$ cat src/rtl/mem_bus_arbiter.sv
// Two-port fixed-latency arbiter/sequencer for the CPU's shared memory port.
// Optional build macro ARB_DATA_PRIORITY_EN: port 1 (data) always wins a tie.
module mem_bus_arbiter #(
  parameter int ADDR_W      = 32,
  parameter int DATA_W      = 32,
  parameter int MEM_LATENCY = 2
) (
  input  logic              clk,
  input  logic              rst,
  input  logic              m0_req,
  input  logic [ADDR_W-1:0] m0_addr,
  input  logic [DATA_W-1:0] m0_wdata,
  input  logic              m0_write,
  output logic              m0_done,
  output logic [DATA_W-1:0] m0_rdata,
  output logic              m0_error,
  input  logic              m1_req,
  input  logic [ADDR_W-1:0] m1_addr,
  input  logic [DATA_W-1:0] m1_wdata,
  input  logic              m1_write,
  output logic              m1_done,
  output logic [DATA_W-1:0] m1_rdata,
  output logic              m1_error,
  output logic              mem_valid,
  output logic [ADDR_W-1:0] mem_addr,
  output logic [DATA_W-1:0] mem_wdata,
  output logic              mem_write,
  input  logic [DATA_W-1:0] mem_rdata,
  input  logic              mem_error,
  output logic              busy,
  output logic              grant_id
);

  typedef enum logic [1:0] {IDLE, WAIT, RESP} state_t;

  localparam logic [3:0] CNT_INIT = 4'(MEM_LATENCY - 1);

  state_t            state, state_d;
  logic              last_grant;
  logic              winner;
  logic              any_req;
  logic [3:0]        cnt;
  logic [ADDR_W-1:0] lat_addr;
  logic [DATA_W-1:0] lat_wdata;
  logic              lat_write;
  logic [DATA_W-1:0] resp_rdata;
  logic              resp_error;

  // NOTE: every signal assigned in always_comb gets a default first, so no
  // path through the case can leave it unassigned and infer a latch.
  always_comb begin
    state_d = state;
    any_req = m0_req | m1_req;
    winner  = m1_req;
    if (m0_req && m1_req) begin
`ifdef ARB_DATA_PRIORITY_EN
      winner = 1'b1;
`else
      winner = ~last_grant;
`endif
    end
    case (state)
      IDLE:    if (any_req) state_d = WAIT;
      WAIT:    if (cnt == 4'd0) state_d = RESP;
      RESP:    state_d = IDLE;
      default: state_d = IDLE;
    endcase
  end

  // NOTE: sequential state always uses non-blocking assignments so every
  // register samples pre-edge values regardless of statement order.
  always_ff @(posedge clk) begin
    if (rst) state <= IDLE;
    else     state <= state_d;
  end

  // NOTE: datapath registers are reset too, because the all-zero output
  // state after reset depends on them (grant_id, response data).
  always_ff @(posedge clk) begin
    if (rst) begin
      last_grant <= 1'b1;
      grant_id   <= 1'b0;
      cnt        <= 4'd0;
      lat_addr   <= '0;
      lat_wdata  <= '0;
      lat_write  <= 1'b0;
      resp_rdata <= '0;
      resp_error <= 1'b0;
    end else begin
      case (state)
        IDLE: if (any_req) begin
          grant_id   <= winner;
          last_grant <= winner;
          cnt        <= CNT_INIT;
          lat_addr   <= winner ? m1_addr  : m0_addr;
          lat_wdata  <= winner ? m1_wdata : m0_wdata;
          lat_write  <= winner ? m1_write : m0_write;
        end
        WAIT: if (cnt != 4'd0) begin
          cnt <= cnt - 4'd1;
        end else begin
          resp_rdata <= lat_write ? '0 : mem_rdata;
          resp_error <= mem_error;
        end
        default: ;
      endcase
    end
  end

  // Memory-side lines are forced to zero outside WAIT.
  assign mem_valid = (state == WAIT);
  assign mem_addr  = mem_valid ? lat_addr  : '0;
  assign mem_wdata = mem_valid ? lat_wdata : '0;
  assign mem_write = mem_valid & lat_write;
  assign busy      = (state != IDLE);

  assign m0_done  = (state == RESP) && !grant_id;
  assign m1_done  = (state == RESP) &&  grant_id;
  assign m0_rdata = m0_done ? resp_rdata : '0;
  assign m1_rdata = m1_done ? resp_rdata : '0;
  assign m0_error = m0_done & resp_error;
  assign m1_error = m1_done & resp_error;

endmodule

$ cat config.mk
export PLATFORM = sky130hd
export DESIGN_NAME = mem_bus_arbiter
export DESIGN_NICKNAME = d
export VERILOG_FILES = /design/src/rtl/mem_bus_arbiter.sv
export SDC_FILE = /design/constraint.sdc
export NUM_CORES = 1
export LEC_CHECK = 0
export CORE_MARGIN = 2
export CORE_UTILIZATION = 39
export CTS_CLUSTER_DIAMETER = 120
export DETAILED_ROUTE_END_ITERATION = 10
export MAX_ROUTING_LAYER = met4
export PLACE_DENSITY = 0.92
export SETUP_SLACK_MARGIN = 0.4
export SLEW_MARGIN = 0
export SYNTH_ARGS = -nofsm -noshare
export SYNTH_HDL_FRONTEND = slang
export SYNTH_SLANG_ARGS = --single-unit
$ cat constraint.sdc
create_clock -name clk -period 2.2 [get_ports clk]
set_clock_uncertainty 0.2 [all_clocks]
set_input_delay 0.66 -clock clk [delete_from_list [all_inputs] [get_ports clk]]
set_output_delay 0.66 -clock clk [all_outputs]
set_load 0.02 [all_outputs]
==> flow_metrics.env, run 1 <==
export IMPL_status="finished with violations"
export IMPL_violations="setup timing"
export IMPL_vdd_ir_drop_max_uv=598
export IMPL_reg2reg_slack_ns=0.40
export IMPL_yosysWarningCount=0
export IMPL_viasPerCell=5.39
export IMPL_worst_pin_slew_ns=0.378
export IMPL_hold_end="lat_addr[1]$_SDFFE_PP0P_"
export IMPL_startpoint_type="flip-flop"
export IMPL_rsz0062_at_grt="yes"
export IMPL_layout_drive_gt1_share_pct=40.4
export IMPL_post_drt_wl_per_cell_um=19.1
export IMPL_clk_latency_ns=0.34
export IMPL_gr_total_overflow=0
export IMPL_synth_seq_cells=106
export IMPL_critical_path_class="flip-flop to output pin"
export IMPL_fmax_mhz=413
export IMPL_fp_dieW_um=121
export IMPL_htreeDepth=3
export IMPL_critPathMaxFanout=10
export IMPL_drc_errors=0
export IMPL_synth_nets=729
export IMPL_yosys_top_cells_area="dfxtp_1 40%, and2_1 15%, mux2i_1 12%"
export IMPL_portBuffers=302
export IMPL_antenna_found_initial=0
export IMPL_drv_cap=0
export IMPL_min_period_over_period_pct=110
export IMPL_period_needed_ns=2.42
export IMPL_fin_cells=1054
export IMPL_hold_start="lat_addr[1]$_SDFFE_PP0P_"
export IMPL_synth_top_area_share_pct=40.1
export IMPL_yosysUniqueCellTypes=33
export IMPL_ff2ff_path_depth=7
export IMPL_setup_viol=134
export IMPL_dr_pass1_iters=5
export IMPL_groute_usage_overall_pct=26.9
export IMPL_hp_class="flip-flop to flip-flop"
export IMPL_synth_area_sq_mm=0.00530
export IMPL_synth_seq_area_share_pct=40.1
export IMPL_num_vias=5683
export IMPL_wirelength_um=20200
export IMPL_slew_headroom_pct=74.8
export IMPL_crit_path_end_kind="output pin"
export IMPL_initial_utilization_pct=40.0
export IMPL_grt_pass1_wl_um=29800
export IMPL_p_leak_nw=4.10
export IMPL_netlist_instances=560
export IMPL_die_area_sq_mm=0.0145
export IMPL_maxSlewViolCount=0
export IMPL_clk_transition_reported_paths_ns=0.08
export IMPL_num_rows=42
export IMPL_hold_depth=1
export IMPL_antennaDiodeCount=0
export IMPL_hold_violations=0
export IMPL_timing_rr_end="resp_rdata[24]$_SDFFE_PP0P_"
export IMPL_hpwl_um=13200
export IMPL_finalNetCount=1042
export IMPL_critical_path_required_ns=1.34
export IMPL_p_per_area_mw_per_mm2=604
export IMPL_crit_start="state[1]$_SDFFE_PP0P_"
export IMPL_final_setup_tns_ns=-17.87
export IMPL_drtIter0Drc=355
export IMPL_timing_rr_start="cnt[0]$_SDFFE_PP0P_"
export IMPL_routabilityCongestion=0.829
export IMPL_cts_sinks=106
export IMPL_grt_max_degree=43
export IMPL_cts_made_buffers=9
export IMPL_pin_count=303
export IMPL_cts_tree="done"
export IMPL_synth_top_cell_by_area="dfxtp_1"
export IMPL_grt_pass1_vias=5579
export IMPL_dp_cells=1015
export IMPL_core_sq_mm=0.0132
export IMPL_ant_nets=0
export IMPL_synth_avg_cell_area_sq_um=9.46
export IMPL_root_buffer="clkbuf_16"
export IMPL_cts_hold_buffers_added=0
export IMPL_area_growth_pct=89.8
export IMPL_fin_ws_ns=-0.222
export IMPL_clockBufferDepth=2
export IMPL_die_h_um=121
export IMPL_worst_ep_arrival_time_ns=1.56
## metal layers
metal | part of all wire, % | wire length [um] | global-route usage (%) | vias to the layer above
met5 | 0 | 0 | - | -
met3 | 5.4 | 1090 | 3.11 | 39
met1 | 39 | 7820 | 31.8 | 2746
met4 | 3.0 | 614 | 10.4 | 0
li1 | - | - | - | 2639
met2 | 53 | 10700 | 46.8 | 259
## power breakdown
group / switching, mW / internal (mW) / leakage, nW
logic: 0.841 / 1.08 / 3.06
registers: 0.150 / 2.13 / 0.873
clock network: 0.744 / 1.13 / 0.167
## cell usage after synthesis
master	number
or3_1	2
a22o_1	1
or3b_1	1
ha_1	2
a21oi_2	1
nor3b_1	1
a22oi_1	1
nor2_1	2
a221o_1	2
a21o_1	1
inv_1	5
nand2b_4	1
or4_1	2
mux2i_1	65
o2bb2ai_1	65
nor2b_1	1
nand4b_1	32
nand2_1	2
buf_2	23
o21ai_1	1
nor3_1	3
clkbuf_1	28
dfxtp_1	106
a211oi_1	1
and2_1	131
a21boi_2	1
buf_4	5
nor3b_2	1
o21ai_0	34
a21oi_1	36
or2_2	1
nand3_1	1
and3b_1	1
## worst max-delay path by stage
stage / to / cells past startpoint
after floorplan: m0_rdata[22] / 3
after global placement: mem_addr[0] / 5
after detailed placement: mem_addr[0] / 5
after CTS: m0_rdata[25] / 6
after global routing: m0_rdata[25] / 6
final: mem_wdata[5] / 5
## placed cells by master (no fill, tap or decap), types with 3 or more instances in the layout
| cell | instances |
|---|---|
| a21oi_1 | 35 |
| buf_2 | 5 |
| and2_4 | 102 |
| nor3_1 | 3 |
| and2_2 | 23 |
| buf_12 | 21 |
| o21ai_1 | 3 |
| o21ai_0 | 31 |
| buf_6 | 125 |
| clkbuf_16 | 12 |
| mux2i_1 | 64 |
| buf_4 | 28 |
| buf_16 | 7 |
| dfxtp_1 | 101 |
| nand4b_1 | 32 |
| o2bb2ai_1 | 64 |
| dfxtp_4 | 3 |
| and2_1 | 6 |
| clkdlybuf4s50_1 | 164 |
## area by class of cell
cell class              count  area, sq um
clock inverters             3         67.6
multi-input cells         393         3260
well taps                 176          220
repair buffers            358         4060
flip-flops and latches    106         2140
fillers                   900         3190
clock buffers              13          282
inverters                   5         26.3
## stage by stage
stage               power, mW  setup WS, ns  cell area [sq um]  hold WS [ns]  util, %
finish                   6.07        -0.222              10100         0.257     75.9
global route             6.30        -0.269              10100         0.276     75.9
CTS                      6.00        -0.228               9680         0.262     73.1
detailed placement       3.84        -0.249               8970         0.240     67.7
global placement         3.81        -0.219               8970         0.235     67.7
floorplan                3.10         0.275               5640         0.224        -
## state kept, by name (all words and copies together) (netlist names)
register and count:
resp_rdata 32, last_grant 1, grant_id 1, lat_wdata 32, cnt 4, lat_addr 32, state 2, resp_error 1
lat_write 1
## worst max-delay path, cell delays in order, from the launching register on
cell and delay [ns]:
dfxtp_4 0.36, nand2b_4 0.17, inv_8 0.13, bufbuf_16 0.29, and2_4 0.13, buf_4 0.13
## what timing repair did
action                                  4_1_cts  5_1_grt
gates cloned                                  9        3
buffers inserted                             11        0
endpoints found under the setup margin      239      239
pin swaps                                    10        7
gates resized for setup                     780      114
## cells by family after synthesis
| kind of cell | count (synthesis) | synth area share, % |
|---|---|---|
| AND/OR/NAND/NOR | 182 | 23.2 |
| AO/OA/AOI/OAI | 144 | 18.8 |
| buffers and inverters | 61 | 5.22 |
| multiplexers | 65 | 12.3 |
| adder cells (fa/ha/maj) | 2 | 0.472 |
| flip-flops | 106 | 40.1 |
Power figures use the tool's default switching activity.
==> run 2, diff against run 1 <==
--- a/config.mk
+++ b/config.mk
@@ -6,11 +6,11 @@
 export NUM_CORES = 1
 export LEC_CHECK = 0
 export CORE_MARGIN = 2
-export CORE_UTILIZATION = 39
+export CORE_UTILIZATION = 35
 export CTS_CLUSTER_DIAMETER = 120
 export DETAILED_ROUTE_END_ITERATION = 10
 export MAX_ROUTING_LAYER = met4
-export PLACE_DENSITY = 0.92
+export PLACE_DENSITY = 0.88
 export SETUP_SLACK_MARGIN = 0.4
 export SLEW_MARGIN = 0
 export SYNTH_ARGS = -nofsm -noshare
==> constraint.sdc (replaced) <==
create_clock -name clk -period 2 [get_ports clk]
set_clock_uncertainty 0.2 [all_clocks]
set_input_delay 0.6 -clock clk [delete_from_list [all_inputs] [get_ports clk]]
set_output_delay 0.6 -clock clk [all_outputs]
set_load 0.02 [all_outputs]
==> run 2 against run 1 <==
The flow still finishes with violations (setup timing). Count of clock-buffer cells in the layout down 4. Combinational power up 43%. Via count up 3.8%. Die area up 11%. Utilization down 1.2 points.
==> flow_metrics.env, run 2 (synthesized netlist as in run 1, its figures left out) <==
export IMPL_htreeDepth=3
export IMPL_finalNetCount=1091
export IMPL_final_common_cell="clkdlybuf4s50_1"
export IMPL_p_per_area_mw_per_mm2=651
export IMPL_portBuffers=302
export IMPL_initial_utilization_pct=36.2
export IMPL_viasPerCell=5.31
export IMPL_drtIter0Drc=257
export IMPL_crit_path_end_kind="output pin"
export IMPL_clockBufferDepth=2
export IMPL_num_vias=5901
export IMPL_worst_pin_slew_ns=0.329
export IMPL_groute_usage_overall_pct=26.0
export IMPL_setup_viol=150
export IMPL_cts_tree="done"
export IMPL_pin_count=303
export IMPL_vdd_ir_drop_max_uv=439
export IMPL_hp_class="flip-flop to flip-flop"
export IMPL_maxSlewViolCount=0
export IMPL_core_sq_mm=0.0146
export IMPL_clk_transition_reported_paths_ns=0.08
export IMPL_status="finished with violations"
export IMPL_fill_cells=980
export IMPL_root_buffer="clkbuf_16"
export IMPL_ant_nets=0
export IMPL_period_needed_ns=2.39
export IMPL_grt_pass1_vias=5746
export IMPL_critPathMaxFanout=8
export IMPL_hold_violations=0
export IMPL_min_period_over_period_pct=120
export IMPL_post_drt_wl_per_cell_um=20.5
export IMPL_hpwl_um=12900
export IMPL_final_cell_mix="163 x clkdlybuf4s50_1, 141 x buf_6, 120 x and2_4"
export IMPL_num_rows=44
export IMPL_p_leak_nw=4.52
export IMPL_drv_cap=0
export IMPL_slowest_stage="dfxtp_4"
export IMPL_wirelength_um=22700
export IMPL_cts_sinks=106
export IMPL_grt_max_degree=41
export IMPL_critical_path_class="flip-flop to output pin"
export IMPL_path_cells="nor3b_4 > buf_6 > buf_12 > buf_16 > and2_4 > buf_6"
export IMPL_power_total_mw=7.12
export IMPL_area_growth_pct=107
export IMPL_clk_latency_ns=0.35
export IMPL_antenna_found_initial=1
export IMPL_routabilityCongestion=0.767
export IMPL_crit_top_cell="buf_6"
export IMPL_gr_total_overflow=0
export IMPL_fmax_mhz=418
export IMPL_worst_ep_arrival_time_ns=1.59
export IMPL_critPathMaxStageDelay_ns=0.38
export IMPL_fin_ws_ns=-0.394
export IMPL_violations="setup timing"
export IMPL_rsz0062_at_grt="yes"
export IMPL_dr_pass1_iters=4
export IMPL_die_h_um=127
export IMPL_layout_drive_gt1_share_pct=45.8
export IMPL_critical_path_required_ns=1.20
export IMPL_drc_errors=0
export IMPL_fp_dieW_um=127
export IMPL_die_area_sq_mm=0.0161
export IMPL_grt_pass1_wl_um=31700
export IMPL_cts_hold_buffers_added=0
export IMPL_cts_made_buffers=9
export IMPL_final_setup_tns_ns=-41.89
export IMPL_antennaDiodeCount=0
export IMPL_slew_headroom_pct=77.4
export IMPL_startpoint_type="flip-flop"
export IMPL_reg_largest_list="lat_addr: 32 flops, lat_wdata: 32 flops, resp_rdata: 32 flops"
export IMPL_dp_slack_ns=-0.362
-- run 2: cell types whose count changed in the layout (fill, tap and decap cells not counted), moves of 8 or more --
cell,previous run,this run
and2_4,102,120
o21ai_1,3,29
buf_2,5,13
buf_16,7,19
buf_6,125,141
and2_2,23,11
o21ai_0,31,2
-- run 2: final timing paths --
kind | startpoint | endpoint | slack (ns) | cells past startpoint
worst min register to register | lat_addr[21]$_SDFFE_PP0P_ | lat_addr[21]$_SDFFE_PP0P_ | 0.27 | 1
worst max-delay path | state[0]$_SDFFE_PP0P_ | m0_rdata[24] | -0.39 | 6
worst min-delay path | lat_addr[21]$_SDFFE_PP0P_ | lat_addr[21]$_SDFFE_PP0P_ | 0.27 | 1
worst max register to register | state[1]$_SDFFE_PP0P_ | resp_rdata[11]$_SDFFE_PP0P_ | -0.03 | 11
-- run 2: per-layer routing --
layer	routed length (um)	track usage [%]
met1	8940	29.8
met2	11800	45.3
met3	1350	4.19
met4	616	10.6
met5	0	-
-- run 2: cell type report --
class                      instances  area (sq um)  area share, %
clock buffer                       9           225           2.06
multi-input combinational        393          3380           30.9
clock inverter                     7          77.6          0.709
inverter                           5          31.3          0.286
sequential                       106          2130           19.5
tap                              184           230           2.10
timing repair buffer             407          4870           44.5
-- run 2: timing repair --
action / in CTS / in global routing
pin swaps: 22 / 94
gates cloned: 20 / 8
buffers inserted: 31 / 16
setup endpoints to repair: 240 / 232
resized for setup: 865 / 99
-- run 2: critical path, delay by kind of cell (launching register included) --
| family | cells | cell delay (ns) |
|---|---|---|
| and+or+nand+nor | 2 | 0.37 |
| buffers and inverters | 4 | 0.49 |
| DFF | 1 | 0.38 |
-- run 2: through the flow --
stage | hold slack (ns) | instances | util, % | instance area (sq um)
6_report | 0.270 | 1111 | 74.7 | 10900
5_1_grt | 0.278 | 1111 | 74.7 | 10900
4_1_cts | 0.262 | 1087 | 70.6 | 10300
3_5_place_dp | 0.239 | 1020 | 61.1 | 8940
3_3_place_gp | 0.236 | 1020 | 61.1 | 8940
2_1_floorplan | 0.224 | 560 | - | 5770
-- run 2: where the power goes --
group,internal [mW],switching (mW)
logic,1.61,1.14
registers,2.34,0.177
clock network,0.984,0.872
total,4.93,2.19
==> run 3, diff against run 2 <==
--- a/config.mk
+++ b/config.mk
@@ -5,12 +5,13 @@
 export SDC_FILE = /design/constraint.sdc
 export NUM_CORES = 1
 export LEC_CHECK = 0
-export CORE_MARGIN = 2
-export CORE_UTILIZATION = 35
+export CORE_AREA = 2 2 117 119
 export CTS_CLUSTER_DIAMETER = 120
 export DETAILED_ROUTE_END_ITERATION = 10
+export DIE_AREA = 0 0 119 121
+export DONT_BUFFER_PORTS = 1
 export MAX_ROUTING_LAYER = met4
-export PLACE_DENSITY = 0.88
+export PLACE_DENSITY = 0.67
 export SETUP_SLACK_MARGIN = 0.4
 export SLEW_MARGIN = 0
 export SYNTH_ARGS = -nofsm -noshare
==> run 3 against run 2 <==
Utilization down 21 points. Die area down 11%. Highest routed layer unchanged. The run still ends with setup timing left. Design area down 35%. Largest power group is now sequential cells. Sequential share of layout area up 11 points. Setup slack better by 0.17 ns. Clock power up 3%. Non-clock buffer count down 355. Total power down 12%. Count of clock-buffer cells in the layout up 2. Via count down 25%. Maximum frequency up 7.8%.
==> flow_metrics.env, run 3 (synthesized netlist as in run 1, its figures left out) <==
export IMPL_critPathMaxFanout=16
export IMPL_min_period_over_period_pct=111
export IMPL_hold_depth=1
export IMPL_crit_path_end_kind="output pin"
export IMPL_routabilityCongestion=0.831
export IMPL_antennaDiodeCount=0
export IMPL_core_sq_mm=0.0131
export IMPL_die_area_sq_mm=0.0144
export IMPL_hold_violations=0
export IMPL_drv_cap=0
export IMPL_ant_nets=0
export IMPL_pin_count=303
export IMPL_finalNetCount=736
export IMPL_die_h_um=121
export IMPL_period_needed_ns=2.22
export IMPL_area_growth_pct=33.4
export IMPL_cts_made_buffers=9
export IMPL_maxSlewViolCount=0
export IMPL_final_cell_mix="118 x and2_4, 101 x dfxtp_1, 65 x mux2i_1, 65 x o2bb2ai_1, 32 x nand4b_1"
export IMPL_post_drt_wl_per_cell_um=21.8
export IMPL_cts_tree="done"
export IMPL_critical_path_required_ns=1.20
export IMPL_fin_cells=747
export IMPL_cts_sinks=106
export IMPL_vdd_ir_drop_max_uv=441
export IMPL_ff2ff_path_depth=9
export IMPL_grt_pass1_wl_um=23700
export IMPL_layout_drive_gt1_share_pct=45.9
export IMPL_final_common_cell="and2_4"
export IMPL_placed_area_sq_mm=0.00578
export IMPL_dp_cells=699
export IMPL_fmax_mhz=450
export IMPL_whs_ns=0.108
export IMPL_gr_total_overflow=0
export IMPL_grt_pass1_vias=4385
export IMPL_reg_largest_list="lat_addr: 32 flops, lat_wdata: 32 flops, resp_rdata: 32 flops"
export IMPL_status="finished with violations"
export IMPL_num_vias=4420
export IMPL_p_leak_nw=2.61
export IMPL_critical_path_class="flip-flop to output pin"
export IMPL_worst_pin_slew_ns=0.360
export IMPL_reg2reg_slack_ns=0.18
export IMPL_hpwl_um=10100
export IMPL_startpoint_type="flip-flop"
export IMPL_setup_viol=133
export IMPL_dr_pass1_iters=5
export IMPL_initial_utilization_pct=40.5
export IMPL_drc_errors=0
export IMPL_rsz0062_at_grt="yes"
export IMPL_viasPerCell=5.92
export IMPL_wirelength_um=16300
export IMPL_slew_headroom_pct=75.8
export IMPL_num_rows=42
export IMPL_p_per_area_mw_per_mm2=888
export IMPL_violations="setup timing"
export IMPL_htreeDepth=3
export IMPL_hp_class="input port to flip-flop"
export IMPL_groute_usage_overall_pct=21.7
export IMPL_fp_dieW_um=119
export IMPL_antenna_found_initial=0
export IMPL_clockBufferDepth=2
export IMPL_stdcell_area_sq_mm=0.00706
export IMPL_clk_transition_reported_paths_ns=0.07
export IMPL_fin_ws_ns=-0.221
export IMPL_clk_latency_ns=0.35
export IMPL_grt_max_degree=50
export IMPL_drtIter0Drc=232
export IMPL_portBuffers=0
export IMPL_worst_ep_arrival_time_ns=1.42
export IMPL_root_buffer="clkbuf_16"
export IMPL_dp_slack_ns=0.0568
==> run 3: changes by cell type in the layout (fill, tap and decap cells not counted), sizes merged <==
| cell | delta |
|---|---|
| buf | -184 |
| bufbuf | -2 |
| bufinv | +1 |
| clkbuf | -3 |
| clkdlybuf4s50 | -163 |
| clkinv | -1 |
| clkinvlp | -2 |
| dlygate4sd2 | -1 |
| inv | -1 |
==> run 3: power breakdown <==
| group | switching, mW | internal [mW] | leakage, nW |
|---|---|---|---|
| Clock | 0.781 | 1.13 | 0.152 |
| Sequential | 0.168 | 2.34 | 0.873 |
| Combinational | 0.948 | 0.907 | 1.59 |
| Total | 1.90 | 4.37 | 2.61 |
==> run 3: what timing repair did <==
item                                    CTS  global route
endpoints found under the setup margin  174           242
resized for setup                       139            27
hold buffers                              0             0
buffers inserted                         17             3
pin swaps                                65            54
gates cloned                             10             3
==> run 3: cell type report <==
cell class / instances / area, sq um
fillers: 1120 / 6020
multi-input cells: 393 / 3480
flip-flops and latches: 106 / 2130
repair buffers: 52 / 878
clock buffers: 11 / 243
well taps: 176 / 220
clock inverters: 4 / 76.3
inverters: 5 / 31.3
==> run 3: final timing paths <==
check | from | end
min | rst | cnt[1]$_SDFFE_PP0P_
max | grant_id$_SDFFE_PP0P_ | m0_rdata[31]
max reg2reg | state[1]$_SDFFE_PP0P_ | resp_rdata[0]$_SDFFE_PP0P_
min reg2reg | lat_addr[20]$_SDFFE_PP0P_ | lat_addr[20]$_SDFFE_PP0P_
==> run 3: stage by stage <==
step	util [%]	setup TNS [ns]	total power, mW
2_1_floorplan	-	0	3.50
3_3_place_gp	44.2	0	3.64
3_5_place_dp	44.2	0	3.68
4_1_cts	52.4	-26.06	6.19
5_1_grt	54.0	-30.88	6.53
6_report	54.0	-23.69	6.27
==> run 3: metal layers <==
layer	global-route usage [%]	wire length (um)	share of wire, %	vias to the layer above
met5	-	0	0	-
met4	9.67	357	2.2	0
met3	4.18	960	5.9	25
met2	37.9	8580	53	228
met1	24.1	6360	39	2138
li1	-	-	-	2029
==> run 3: critical path: stages, from the launching register on <==
cell     delay (ns)
dfxtp_4        0.37
nor3b_4        0.20
buf_4          0.16
buf_16         0.14
and2_4         0.20
